===== config.mk =====
export PLATFORM = sky130hd
export DESIGN_NAME = flash_seq_ctrl
export DESIGN_NICKNAME = d
export VERILOG_FILES = /design/src/rtl/flash_seq_ctrl.sv
export SDC_FILE = /design/constraint.sdc
export NUM_CORES = 1
export LEC_CHECK = 0
export CORE_MARGIN = 4
export CORE_UTILIZATION = 45
export DETAILED_ROUTE_END_ITERATION = 16
export GPL_TIMING_DRIVEN = 1
export PLACE_DENSITY = 0.78
export SLEW_MARGIN = 20
export SYNTH_ARGS = -nofsm -noshare
export SYNTH_HDL_FRONTEND = slang
export SYNTH_SLANG_ARGS = --single-unit
export TNS_END_PERCENT = 30

===== constraint.sdc =====
create_clock -name i_clk -period 2.8 [get_ports i_clk]
set_input_delay 0.56 -clock i_clk [delete_from_list [all_inputs] [get_ports i_clk]]
set_output_delay 0.56 -clock i_clk [all_outputs]
set_load 0.01 [all_outputs]

===== src/rtl/flash_seq_ctrl.sv =====
// Flash ADC channel sequencer: comparator reset/settle/latch, encoder capture, 2^AVG_LOG2-sample mean.
// Result after 2^AVG_LOG2*(SETTLE_CYC+4)+1 cycles; OUT holds result and comparators idle until dout_rdy.
module flash_seq_ctrl #(
  parameter int SETTLE_CYC = 2,
  parameter int AVG_LOG2   = 2
) (
  input  logic        i_clk,
  input  logic        i_rst_n,
  input  logic        i_start,
  input  logic        i_cont,
  input  logic        i_abort,
  input  logic [63:0] i_therm,
  output logic        o_comp_rst,
  output logic        o_comp_lat,
  output logic [63:0] o_enc_in,
  input  logic [5:0]  i_enc_out,
  output logic [5:0]  o_dout,
  output logic        o_dout_vld,
  input  logic        i_dout_rdy,
  output logic        o_dout_bub,
  output logic        o_bub_err,
  output logic        o_busy
);

  localparam int ACC_W = 6 + AVG_LOG2;
  localparam int CNT_W = (AVG_LOG2 > 0) ? AVG_LOG2 : 1;
  localparam logic [CNT_W-1:0] CNT_LAST    = CNT_W'((1 << AVG_LOG2) - 1);
  localparam logic [3:0]       SETTLE_LAST = 4'((SETTLE_CYC > 0) ? SETTLE_CYC - 1 : 0);

  typedef enum logic [2:0] {
    S_IDLE, S_RST, S_SETTLE, S_LATCH, S_ENC, S_ACC, S_OUT
  } state_t;

  state_t           r_state;
  state_t           w_state_nxt;
  logic [3:0]       r_settle_cnt;
  logic [63:0]      r_enc_in;
  logic [5:0]       r_code;
  logic [ACC_W-1:0] r_acc;
  logic [CNT_W-1:0] r_cnt;
  logic             r_bub;
  logic             r_bub_err;
  logic [63:0]      w_enc_plus1;
  logic             w_bubble;
  logic [ACC_W-1:0] w_acc_sum;

  // A legal word 0..01..1 has no set bit in common with itself plus one.
  assign w_enc_plus1 = r_enc_in + 64'd1;
  assign w_bubble    = |(r_enc_in & w_enc_plus1);
  assign w_acc_sum   = r_acc + ACC_W'(r_code);
  assign o_enc_in    = r_enc_in;
  assign o_bub_err   = r_bub_err;

  always_comb begin
    w_state_nxt = r_state;
    o_comp_rst  = 1'b0;
    o_comp_lat  = 1'b0;
    o_dout_vld  = 1'b0;
    o_dout      = '0;
    o_dout_bub  = 1'b0;
    o_busy      = (r_state != S_IDLE);
    case (r_state)
      S_IDLE:   if (i_start) w_state_nxt = S_RST;
      S_RST: begin
        o_comp_rst  = 1'b1;
        w_state_nxt = (SETTLE_CYC == 0) ? S_LATCH : S_SETTLE;
      end
      S_SETTLE: if (r_settle_cnt == SETTLE_LAST) w_state_nxt = S_LATCH;
      S_LATCH: begin
        o_comp_lat  = 1'b1;
        w_state_nxt = S_ENC;
      end
      S_ENC:    w_state_nxt = S_ACC;
      S_ACC:    w_state_nxt = (r_cnt == CNT_LAST) ? S_OUT : S_RST;
      S_OUT: begin
        o_dout_vld = 1'b1;
        o_dout     = r_acc[ACC_W-1 -: 6];
        o_dout_bub = r_bub;
        if (i_dout_rdy) w_state_nxt = i_cont ? S_RST : S_IDLE;
      end
      default:  w_state_nxt = S_IDLE;
    endcase
    if (i_abort) w_state_nxt = S_IDLE;
  end

  always_ff @(posedge i_clk) begin
    if (!i_rst_n) begin
      r_state      <= S_IDLE;
      r_settle_cnt <= '0;
      r_enc_in     <= '0;
      r_code       <= '0;
      r_acc        <= '0;
      r_cnt        <= '0;
      r_bub        <= 1'b0;
      r_bub_err    <= 1'b0;
    end else begin
      r_state <= w_state_nxt;
      if (i_abort) begin
        // Sticky bub_err survives an abort; the partial result does not.
        r_acc <= '0;
        r_cnt <= '0;
        r_bub <= 1'b0;
      end else begin
        case (r_state)
          S_IDLE: if (i_start) begin
            r_acc     <= '0;
            r_cnt     <= '0;
            r_bub     <= 1'b0;
            r_bub_err <= 1'b0;
          end
          S_RST:    r_settle_cnt <= '0;
          S_SETTLE: r_settle_cnt <= r_settle_cnt + 4'd1;
          S_LATCH:  r_enc_in <= i_therm;
          S_ENC: begin
            r_code <= i_enc_out;
            if (w_bubble) begin
              r_bub     <= 1'b1;
              r_bub_err <= 1'b1;
            end
          end
          S_ACC: begin
            r_acc <= w_acc_sum;
            if (r_cnt != CNT_LAST) r_cnt <= r_cnt + CNT_W'(1);
          end
          S_OUT: if (i_dout_rdy && i_cont) begin
            r_acc <= '0;
            r_cnt <= '0;
            r_bub <= 1'b0;
          end
          default: ;
        endcase
      end
    end
  end

endmodule


==> summary.md <==
| Metric | Value |
|---|---|
| Initial standard-cell utilization of the core | 0.463 |
| Cell Rows | 37 |
| Maximum VDD drop | 0.187 mV |
| Clock buffer count from CTS | 9 |
| Estimated wirelength of the detail-placed design | 11.5 mm |
| Mean post-synth cell area | roughly 7.6 um2 |
| Maxcap violations | 0 |
| Sequential cell area fraction in the yosys report | 0.371 |
| Crit. End Element | flop |
| Hold path startpoint | o_enc_in[17]$_SDFFE_PN0P_ |
| Number of antenna violations at the first check in global routing | 0 |
| Count of H-tree levels built during CTS | 3 |
| Fin Setup TNS | 0 ns |
| Number of remaining DRC errors | 0 |
| First-pass GRT wire length | 24.9 mm |
| Via count | between 5000 and 6000 |
| Count of distinct cell types in the synthesized netlist | 60 |
| Met2 WL | 7.45 mm |
| Sink Count | 89 |
| Number of enable flip-flop cells after synthesis | 0 |
| Gate count of the mapped netlist | 628 |
| Area of combinational cells with multiple inputs | 2870 um2 |
| Via count of the first global-routing pass | between 4000 and 5000 |
| Core Area | 10400 um2 |
| Post-detailed-route count of antenna-violating nets | 0 |
| Detailed-routed wire length on met3 | 1.31 mm |
| Outcome | finished clean |
| Fraction of final layout cells sized beyond drive strength 1 | 0.0998 |
| Critical path class | reg -> reg |
| Clock slew seen by the registers of the worst setup and hold paths | 0.08 ns |
| Top flip-flop cell by instance count after synthesis | sky130_fd_sc_hd__dfxtp_1 |
| Maximum fanout encountered on the critical timing path | 7 |
| Slew of the pin with the lowest slew margin | approximately 0.7 ns |
| Fin worst setup slack | 0.195 ns |
| Port-buffer cells | approximately 150 |
| Total global routing overflow | 0 |
| Post-route core utilization | 0.667 |
| Clock Skew | 0.0141 ns |
| Clock tree from TritonCTS | yes |
| F_max | between 300 and 400 MHz |
| Clock root buffer | sky130_fd_sc_hd__clkbuf_8 |
| Share of synthesized flip-flops with an asynchronous set or reset | 0 |
| Cell area after synthesis | 4800 um2 |
| Total die area | 12400 um2 |
| Final Hold Violating Endpoints | 0 |
| Weighted congestion at the end of routability-driven global placement | ~1.0 |
| Antenna diode instance count | 0 |
| Wirelength per Cell | 16.4 um |
| Count of pins over their slew limit | 0 |
| Die height | 111 um |
| Final instance area | 6920 um2 |
| Drt pass-1 iters | 5 |
| Headroom to the max-slew limit | 0.524 |
| Data required time of the critical path | 3.04 ns |
| Number of failing setup endpoints in the final timing report | 0 |
| Total I/O pin count | 152 |
| Placed standard-cell area | ~6600 um2 |
| Number of inserted filler cells in the final layout | between 800 and 900 |
| Net count, final | 883 |
| CP Launch Point | o_enc_in[16]$_SDFFE_PN0P_ |
| Share of the cycle needed by the critical path after routing | 0.930 |
| Worst-skew pair later-pin latency | 0.36 ns |
| Static leakage | 2.36 nW |
| Iteration-0 DRC count of the detailed router | between 200 and 300 |
| Synthesized Nets | 714 |
| Layout Cells excl Fill | 938 |
| Startpoint type of the worst setup path | flop |
| Placed cell count | 918 |
| Source of the worst register-to-register timing path | o_enc_in[16]$_SDFFE_PN0P_ |
| Die X-Extent | 111 um |
| HP Class | reg -> reg |
| Synth-to-Final Area Change | 44.0% |
| Synth Warn # | 0 |
| Minimum period implied by the final worst setup slack | roughly 2.6 ns |
| Hold bufs inserted after CTS | 0 |
| Number of flip-flops and latches in the synthesized netlist | between 80 and 90 |
| Maximum buffer depth of the clock tree | 2 |
| Largest net degree at the start of global routing | 65 |
| Global-route usage over all layers | 0.240 |
| WL final | ~15 mm |
| Average vias per placed instance | 5.45 |
| Register area | 1790 um2 |
| Arrival time at the worst endpoint | 2.85 ns |
| Power density normalized to cell area | about 350 nW/um2 |
| Highest layer used for signal routing | met4 |
| Post-placement setup slack | 0.147 ns |
| Wire length on met1 | 6.36 mm |
critical path, cell delays in order, from the launching register on:
cell and delay [ns]:
sky130_fd_sc_hd__dfxtp_2 0.37, sky130_fd_sc_hd__nand3_2 0.14, sky130_fd_sc_hd__nor4_4 0.37, sky130_fd_sc_hd__nand4_4 0.18, sky130_fd_sc_hd__or3_4 0.45, sky130_fd_sc_hd__or2_4 0.26, sky130_fd_sc_hd__o31ai_2 0.21, sky130_fd_sc_hd__nand4_1 0.18
sky130_fd_sc_hd__o31ai_1 0.25, sky130_fd_sc_hd__nand2_1 0.07
cells by family (layout without fill, tap and decap cells):
kind of cell	count (synthesis)	in the layout	share of synthesized area
AOI/OAI and AO/OA	160	160	0.229
xor gates and xnor gates	4	4	0.00729
adders and majority gates	10	10	0.0276
buffers and inverters	43	217	0.0367
DFF	89	89	0.371
muxes	8	8	0.0167
and+or+nand+nor	314	314	0.312
report_power, final:
part | internal, W | switching, W
clock | 0.000530 | 0.000459
combinational | 0.000126 | 0.0000636
sequential | 0.00127 | 0.00000294
total | 0.00192 | 0.000525
worst paths after layout:
check / cells after the start / slack (ns) / to
worst max-delay path: 9 / 0.19 / r_bub$_SDFFE_PP0P_
worst min-delay path: 2 / 0.50 / o_enc_in[17]$_SDFFE_PN0P_
worst max register to register: 9 / 0.19 / r_bub$_SDFFE_PP0P_
worst min register to register: 2 / 0.50 / o_enc_in[17]$_SDFFE_PN0P_
flip-flops by register name, summed over array words and instances (netlist names):
signal / flops
o_bub_err: 1
o_enc_in: 64
r_acc: 8
r_bub: 1
r_cnt: 2
r_code: 6
r_settle_cnt: 4
r_state: 3
through the flow:
stage | hold WS, ns | total power, W
floorplan | 0.459 | 0.00136
global placement | 0.485 | 0.00149
detailed placement | 0.490 | 0.00149
CTS | 0.503 | 0.00247
global route | 0.514 | 0.00253
finish | 0.500 | 0.00245
layout make-up:
cell class / count / area share
flip-flops and latches: 89 / 0.259
well taps: 136 / 0.0246
clock inverters: 4 / 0.0110
inverters: 14 / 0.00760
repair buffers: 187 / 0.262
clock buffers: 12 / 0.0210
multi-input cells: 496 / 0.414
metal layers:
metal	GRT usage	vias up
met3	0.0579	30
met5	0	-
met1	0.297	2343
met4	0.0681	0
met2	0.416	200
li1	-	2542
cell usage after synthesis, types with 2 or more instances:
library cell	number	area, um2
sky130_fd_sc_hd__a31oi_1	4	25.0
sky130_fd_sc_hd__and3_4	2	22.5
sky130_fd_sc_hd__o21ai_0	30	150
sky130_fd_sc_hd__nor3_1	11	55.1
sky130_fd_sc_hd__dfxtp_1	89	1780
sky130_fd_sc_hd__nand2b_1	3	18.8
sky130_fd_sc_hd__a311oi_1	2	17.5
sky130_fd_sc_hd__o31ai_1	10	75.1
sky130_fd_sc_hd__a22oi_1	9	67.6
sky130_fd_sc_hd__inv_1	14	52.6
sky130_fd_sc_hd__nand3_1	20	100
sky130_fd_sc_hd__nor2b_1	10	62.6
sky130_fd_sc_hd__and3_1	4	25.0
sky130_fd_sc_hd__mux2i_1	8	80.1
sky130_fd_sc_hd__a21oi_1	16	80.1
sky130_fd_sc_hd__ha_1	9	113
sky130_fd_sc_hd__nor2_4	2	22.5
sky130_fd_sc_hd__a21boi_0	64	480
sky130_fd_sc_hd__xnor2_1	3	26.3
sky130_fd_sc_hd__a21o_1	3	22.5
sky130_fd_sc_hd__buf_6	2	22.5
sky130_fd_sc_hd__nand3_2	2	20.0
sky130_fd_sc_hd__clkbuf_1	26	97.6
sky130_fd_sc_hd__nand4_1	23	144
sky130_fd_sc_hd__nand2_1	175	657
sky130_fd_sc_hd__o22ai_1	4	25.0
sky130_fd_sc_hd__nor4_1	6	37.5
sky130_fd_sc_hd__nor2_1	35	131
sky130_fd_sc_hd__and2_1	10	62.6
sky130_fd_sc_hd__a211oi_1	2	15.0
cell usage in the layout, fill, tap and decap left out, drive strengths merged, types with 2 or more instances in the layout:
cell type,n
ha,9
xnor2,3
inv,14
nand2,176
nor2,37
o22ai,4
dfxtp,89
a21oi,16
and3,6
o31ai,11
a21boi,65
nor3,11
a22oi,9
bufinv,2
nor4,8
or2,3
mux2i,8
o21ai,32
nor2b,10
nand2b,3
nand3,22
a21o,3
and4,2
a31oi,4
a311oi,2
clkbuf,12
a211oi,2
nand4,25
clkdlybuf4s50,150
buf,37
and2,10
timing repair:
action	CTS	global route
endpoints found under the setup margin	0	2
setup buffers	0	4
resized for setup	0	11
Power figures use the tool's default switching activity.
